`config.mk`:
```
export PLATFORM = sky130hd
export DESIGN_NAME = ipsxe_floating_point_mul_norm_round_v1_0
export DESIGN_NICKNAME = d
export VERILOG_FILES = /design/src/rtl/ipsxe_floating_point_mul_norm_round_v1_0.sv
export SDC_FILE = /design/constraint.sdc
export NUM_CORES = 1
export LEC_CHECK = 0
export CORE_MARGIN = 3
export CORE_UTILIZATION = 50
export CTS_BUF_LIST = sky130_fd_sc_hd__clkbuf_8
export CTS_CLUSTER_DIAMETER = 50
export DETAILED_ROUTE_END_ITERATION = 10
export PLACE_DENSITY = 0.88
export SYNTH_ARGS = -nofsm -noshare
export SYNTH_HDL_FRONTEND = slang
export SYNTH_SLANG_ARGS = --single-unit
```
`constraint.sdc`:
```
create_clock -name i_clk -period 5.7 [get_ports i_clk]
set_clock_uncertainty 0.1 [all_clocks]
set_input_delay 0.855 -clock i_clk [delete_from_list [all_inputs] [get_ports i_clk]]
set_output_delay 0.855 -clock i_clk [all_outputs]
set_load 0.01 [all_outputs]
```
`src/rtl/ipsxe_floating_point_mul_norm_round_v1_0.sv`:
```
// Normalise, round-to-nearest-even and pack stage behind the double-precision mantissa multiplier.
// Three clock-enabled register stages: normalise -> round -> range/special/pack.
module ipsxe_floating_point_mul_norm_round_v1_0 #(
   parameter int EXP_WIDTH = 11,
   parameter int MAN_WIDTH = 52
) (
   input  logic                                   i_clk,
   input  logic                                   i_rst_n,
   input  logic                                   i_aclken,
   input  logic                                   i_valid,
   input  logic [2*(MAN_WIDTH+1)+EXP_WIDTH+1:0]   i_a_mul_b,
   input  logic [1:0]                             i_special,
   output logic                                   o_valid,
   output logic [EXP_WIDTH+MAN_WIDTH:0]           o_result,
   output logic                                   o_overflow,
   output logic                                   o_underflow
);

   localparam int P    = 2*MAN_WIDTH + 2;
   localparam int EW   = EXP_WIDTH + 3;
   localparam int BIAS = (1 << (EXP_WIDTH-1)) - 1;
   localparam int EMAX = (1 << EXP_WIDTH) - 1;

   localparam logic signed [EW-1:0] BIAS_E = BIAS[EW-1:0];
   localparam logic signed [EW-1:0] EMAX_E = EMAX[EW-1:0];
   localparam logic signed [EW-1:0] ONE_E  = {{(EW-1){1'b0}}, 1'b1};

   localparam logic [1:0] SP_NORMAL = 2'b00;
   localparam logic [1:0] SP_ZERO   = 2'b01;
   localparam logic [1:0] SP_INF    = 2'b10;

   // ---------------------------------------------------------------
   // input field split
   // ---------------------------------------------------------------
   logic                 in_sign;
   logic [EXP_WIDTH:0]   in_exp_sum;
   logic [P-1:0]         in_prod;

   assign in_sign    = i_a_mul_b[P+EXP_WIDTH+1];
   assign in_exp_sum = i_a_mul_b[P+EXP_WIDTH:P];
   assign in_prod    = i_a_mul_b[P-1:0];

   // ---------------------------------------------------------------
   // stage 1 : normalise
   // ---------------------------------------------------------------
   logic                   n_top;
   logic [MAN_WIDTH-1:0]   n_man;
   logic                   n_guard;
   logic                   n_sticky;
   logic signed [EW-1:0]   n_exp;

   always_comb begin
      n_top = in_prod[P-1];
      if (n_top) begin
         n_man    = in_prod[P-2 -: MAN_WIDTH];
         n_guard  = in_prod[P-2-MAN_WIDTH];
         n_sticky = |in_prod[P-3-MAN_WIDTH:0];
         n_exp    = $signed({2'b00, in_exp_sum}) - BIAS_E + ONE_E;
      end else begin
         n_man    = in_prod[P-3 -: MAN_WIDTH];
         n_guard  = in_prod[P-3-MAN_WIDTH];
         n_sticky = |in_prod[P-4-MAN_WIDTH:0];
         n_exp    = $signed({2'b00, in_exp_sum}) - BIAS_E;
      end
   end

   logic                   s1_valid;
   logic                   s1_sign;
   logic [1:0]             s1_special;
   logic signed [EW-1:0]   s1_exp;
   logic [MAN_WIDTH-1:0]   s1_man;
   logic                   s1_guard;
   logic                   s1_sticky;

   always_ff @(posedge i_clk or negedge i_rst_n) begin
      if (!i_rst_n) begin
         s1_valid   <= 1'b0;
         s1_sign    <= 1'b0;
         s1_special <= 2'b00;
         s1_exp     <= '0;
         s1_man     <= '0;
         s1_guard   <= 1'b0;
         s1_sticky  <= 1'b0;
      end else if (i_aclken) begin
         s1_valid   <= i_valid;
         s1_sign    <= in_sign;
         s1_special <= i_special;
         s1_exp     <= n_exp;
         s1_man     <= n_man;
         s1_guard   <= n_guard;
         s1_sticky  <= n_sticky;
      end
   end

   // ---------------------------------------------------------------
   // stage 2 : round to nearest, ties to even
   // ---------------------------------------------------------------
   logic                 r_inc;
   logic [MAN_WIDTH:0]   r_sum;

   assign r_inc = s1_guard & (s1_sticky | s1_man[0]);
   assign r_sum = {1'b0, s1_man} + {{MAN_WIDTH{1'b0}}, r_inc};

   logic                   s2_valid;
   logic                   s2_sign;
   logic [1:0]             s2_special;
   logic signed [EW-1:0]   s2_exp;
   logic [MAN_WIDTH-1:0]   s2_man;

   always_ff @(posedge i_clk or negedge i_rst_n) begin
      if (!i_rst_n) begin
         s2_valid   <= 1'b0;
         s2_sign    <= 1'b0;
         s2_special <= 2'b00;
         s2_exp     <= '0;
         s2_man     <= '0;
      end else if (i_aclken) begin
         s2_valid   <= s1_valid;
         s2_sign    <= s1_sign;
         s2_special <= s1_special;
         // mantissa wrapped to 1.0 * 2: fraction is zero, bump exponent
         if (r_sum[MAN_WIDTH]) begin
            s2_man <= '0;
            s2_exp <= s1_exp + ONE_E;
         end else begin
            s2_man <= r_sum[MAN_WIDTH-1:0];
            s2_exp <= s1_exp;
         end
      end
   end

   // ---------------------------------------------------------------
   // stage 3 : specials, range check, pack
   // ---------------------------------------------------------------
   logic exp_ovf;
   logic exp_unf;

   assign exp_ovf = (s2_exp >= EMAX_E);
   assign exp_unf = s2_exp[EW-1] | (s2_exp == '0);

   always_ff @(posedge i_clk or negedge i_rst_n) begin
      if (!i_rst_n) begin
         o_valid     <= 1'b0;
         o_result    <= '0;
         o_overflow  <= 1'b0;
         o_underflow <= 1'b0;
      end else if (i_aclken) begin
         o_valid     <= s2_valid;
         o_overflow  <= 1'b0;
         o_underflow <= 1'b0;
         if (s2_special == SP_NORMAL) begin
            if (exp_ovf) begin
               o_result   <= {s2_sign, {EXP_WIDTH{1'b1}}, {MAN_WIDTH{1'b0}}};
               o_overflow <= 1'b1;
            end else if (exp_unf) begin
               o_result    <= {s2_sign, {EXP_WIDTH{1'b0}}, {MAN_WIDTH{1'b0}}};
               o_underflow <= 1'b1;
            end else begin
               o_result <= {s2_sign, s2_exp[EXP_WIDTH-1:0], s2_man};
            end
         end else if (s2_special == SP_ZERO) begin
            o_result <= {s2_sign, {EXP_WIDTH{1'b0}}, {MAN_WIDTH{1'b0}}};
         end else if (s2_special == SP_INF) begin
            o_result <= {s2_sign, {EXP_WIDTH{1'b1}}, {MAN_WIDTH{1'b0}}};
         end else begin
            // NaN is always emitted as the positive canonical quiet NaN
            o_result <= {1'b0, {EXP_WIDTH{1'b1}}, 1'b1, {(MAN_WIDTH-1){1'b0}}};
         end
      end
   end

endmodule
```
==> impl_metrics.py <==
metrics = {
    "final_layout": {
        "final_area_um2": 13120,
        "fill_cells": 1626,
        "utilization_pct": 64.65,
        "multi_input_area_um2": 4822,
        "seq_area_um2": 5230,
        "post_route_cells_drive_above_1_share_pct": 7.441,
        "syn_to_final_growth_pct": 26.22,
        "antenna_cells": 0,
        "final_nets": 1333,
    },
    "clock_tree": {
        "ctsHoldBuffers": 0,
        "cts_made_buffers": 35,
        "h-tree-depth": 2,
        "postCtsSetupBuffers": 0,
        "cts-root-buf": "clkbuf_8",
        "clock_latency_ns": 0.53,
        "path_clk_slew_ns": 0.06,
        "clk_path_buf_depth": 3,
        "ctsResizeCount": 0,
        "cts_tree": "yes",
        "clkSinkCount": 209,
    },
    "timing": {
        "fmax_ghz": 0.2844,
        "min_period_over_period_pct": 61.70,
        "slew_viol_final": 0,
        "hold_viol_final": 0,
        "slew_headroom_pct": 25.73,
        "period_needed_ns": 3.517,
        "fin_setup_tns_ns": 0,
        "worst_pin_slew_ns": 1.105,
        "rsz0062_at_grt": "no",
        "setup_viol": 0,
    },
    "worst_setup_path": {
        "cp-startpoint": "s1_man[33]$_DFFE_PN0P_",
        "cpLargestDelayFamily": "simple AND/OR/NAND/NOR gates",
        "path_buf_inv": 0,
        "critical-path-slowest-cell": "or4_1",
        "path_cells": "nand4_1, nor3_1, nand3_1, or4_1, a31o_2",
        "start_kind": "flop",
        "path_max_fanout": 31,
        "worstPathArrival_ns": 3.82,
        "reg2reg_from": "s1_man[33]$_DFFE_PN0P_",
        "critPathMaxStageDelay_ns": 1.08,
        "cp.required_ns": 6.00,
        "end_kind": "flop",
        "crit_type": "flop to flop",
    },
    "synth": {
        "yosysWarnings": 0,
        "ys_seq_area_share_pct": 50.31,
        "synth_top_area_share_pct": 50.31,
        "synth_common_cells": "dfrtp_1, nor2_1, a21oi_1",
        "syn-num-nets": 1166,
        "synth_top_area_cell": "dfrtp_1",
        "synth_cell_types": 59,
        "synth_cells": 1033,
        "avgSynthCellArea_um2": 10.06,
        "ys_seq_elements": 209,
        "syn-cell-area_um2": 10400,
        "synth_edf_count": 0,
        "synth.area.top_cells": "dfrtp_1, mux2i_1, a22o_1",
        "synth-main-ff-cell": "dfrtp_1",
        "async_reset_ff_share_pct": 100.0,
        "yosysMostFrequentCell": "dfrtp_1",
    },
    "run": {
        "cap_violations": 0,
    },
    "placed_design": {
        "gp_congestion": 0.8894,
        "postPlaceCellArea_um2": 12430,
        "hpwl_um": 19090,
        "port_buffers": 191,
    },
    "pwr": {
        "leakagePower_uw": 0.005329,
        "ir_drop_mv": 0.1288,
        "total_power_uw": 3751,
        "power_density_nw_per_um2": 285.8,
    },
    "floorplanning": {
        "die_area_um2": 22560,
        "io_pins": 192,
        "die_x_um": 150.2,
        "core_area_um2": 20300,
        "start_util_pct": 51.21,
        "row_count": 52,
        "die_h_um": 150.2,
    },
    "global_route": {
        "antenna_found_initial": 0,
        "grt_overflow_total": 0,
        "grt_pass1_vias": 8612,
        "grt_pass1_wl_um": 43330,
        "grt_max_degree": 111,
        "grt_use_total_pct": 23.83,
    },
    "drt": {
        "drtIter0Drc": 836,
        "dr.pass1.iters": 5,
        "ant_nets": 0,
        "vias": 9003,
        "routed_wl_um": 27300,
        "drc": 0,
        "avgRoutedWirePerCell_um": 18.29,
        "viasPerCell": 6.030,
    },
    "hold_path": {
        "hp-class": "primary input to async pin",
    },
    "run_status": {
        "outcome": "complete, no violations",
    },
}
## sequential cells by signal (all words and copies together), names as in the netlist, 2 cells and up
name	cells
s2_special	2
s1_exp	14
s1_man	52
s2_exp	14
s1_special	2
s2_man	52
o_result	64
## cell usage in the layout, fill, tap and decap left out, types with 3 or more instances in the layout
cell,count
o31ai_1,22
and2_1,5
a22o_1,51
xor2_1,18
and3_1,9
o21ai_0,18
a221o_1,10
or4_1,19
clkdlybuf4s50_1,188
clkinv_2,3
nor4_1,32
o22ai_1,4
nor2b_1,13
xnor2_1,27
nand4_1,25
and4_1,7
or3_1,13
buf_4,7
nor3_1,23
a31oi_1,23
nand3_1,33
nor3b_1,3
ha_1,8
o41a_1,3
o2bb2ai_1,10
mux2i_1,55
or2_2,3
dfrtp_1,209
inv_1,31
a22oi_1,5
nor2_1,114
a31o_2,14
nand2_1,51
mux2_2,10
clkbuf_8,44
a21oi_1,76
## power breakdown
group          internal (uW)  switching, uW
Combinational            326            306
Sequential              1650            157
Clock                    727            590
Total                   2700           1050
## final cells by class
type                            count  area share (%)
Inverter                           21          0.6007
Clock buffer                       43           4.510
Timing Repair Buffer              197           14.93
Clock inverter                     17          0.7818
Sequential cell                   209           39.86
Multi-Input combinational cell    736           36.75
Tap cell                          270           2.574
## path summary, 6_finish.rpt
kind / end / slack [ns] / cells past startpoint
setup reg to reg: s2_man[31]$_DFFE_PN0P_ / 2.18 / 5
min in group i_clk: s2_special[0]$_DFFE_PN0P_ / 0.37 / 2
hold / removal: o_result[21]$_DFFE_PN0P_ / 0.33 / 1
setup / recovery: s2_man[31]$_DFFE_PN0P_ / 2.18 / 5
hold reg to reg: s2_special[0]$_DFFE_PN0P_ / 0.37 / 2
max in group asynchronous: s2_exp[6]$_DFFE_PN0P_ / 3.77 / 2
## per-stage QoR
step | hold WS [ns] | setup slack [ns] | instances
final | 0.3271 | 2.183 | 1493
after global routing | 0.3974 | 1.974 | 1493
after CTS | 0.3655 | 2.225 | 1493
after detailed placement | 0.3759 | 2.170 | 1433
after global placement | 0.3656 | 2.208 | 1433
after floorplan | 0.3492 | 2.967 | 1033
## kinds of logic after synthesis
kind of cell	count (synthesis)	share of synthesized area (%)
AND/OR/NAND/NOR	363	17.90
adder cells (fa/ha/maj)	8	0.9628
flip-flops	209	50.31
AO/OA/AOI/OAI	255	17.31
XOR/XNOR	45	3.791
multiplexers	65	6.379
buffers and inverters	88	3.358
## layer usage
| layer | vias to the layer above | track usage, % | routed length [um] |
|---|---|---|---|
| met2 | 407 | 38.57 | 13010 |
| met1 | 4328 | 32.16 | 11470 |
| met3 | 75 | 4.154 | 1837 |
| li1 | 4193 | - | - |
| met4 | 0 | 9.332 | 978 |
| met5 | - | 0 | 0 |
(Power assumes the default switching activity.)
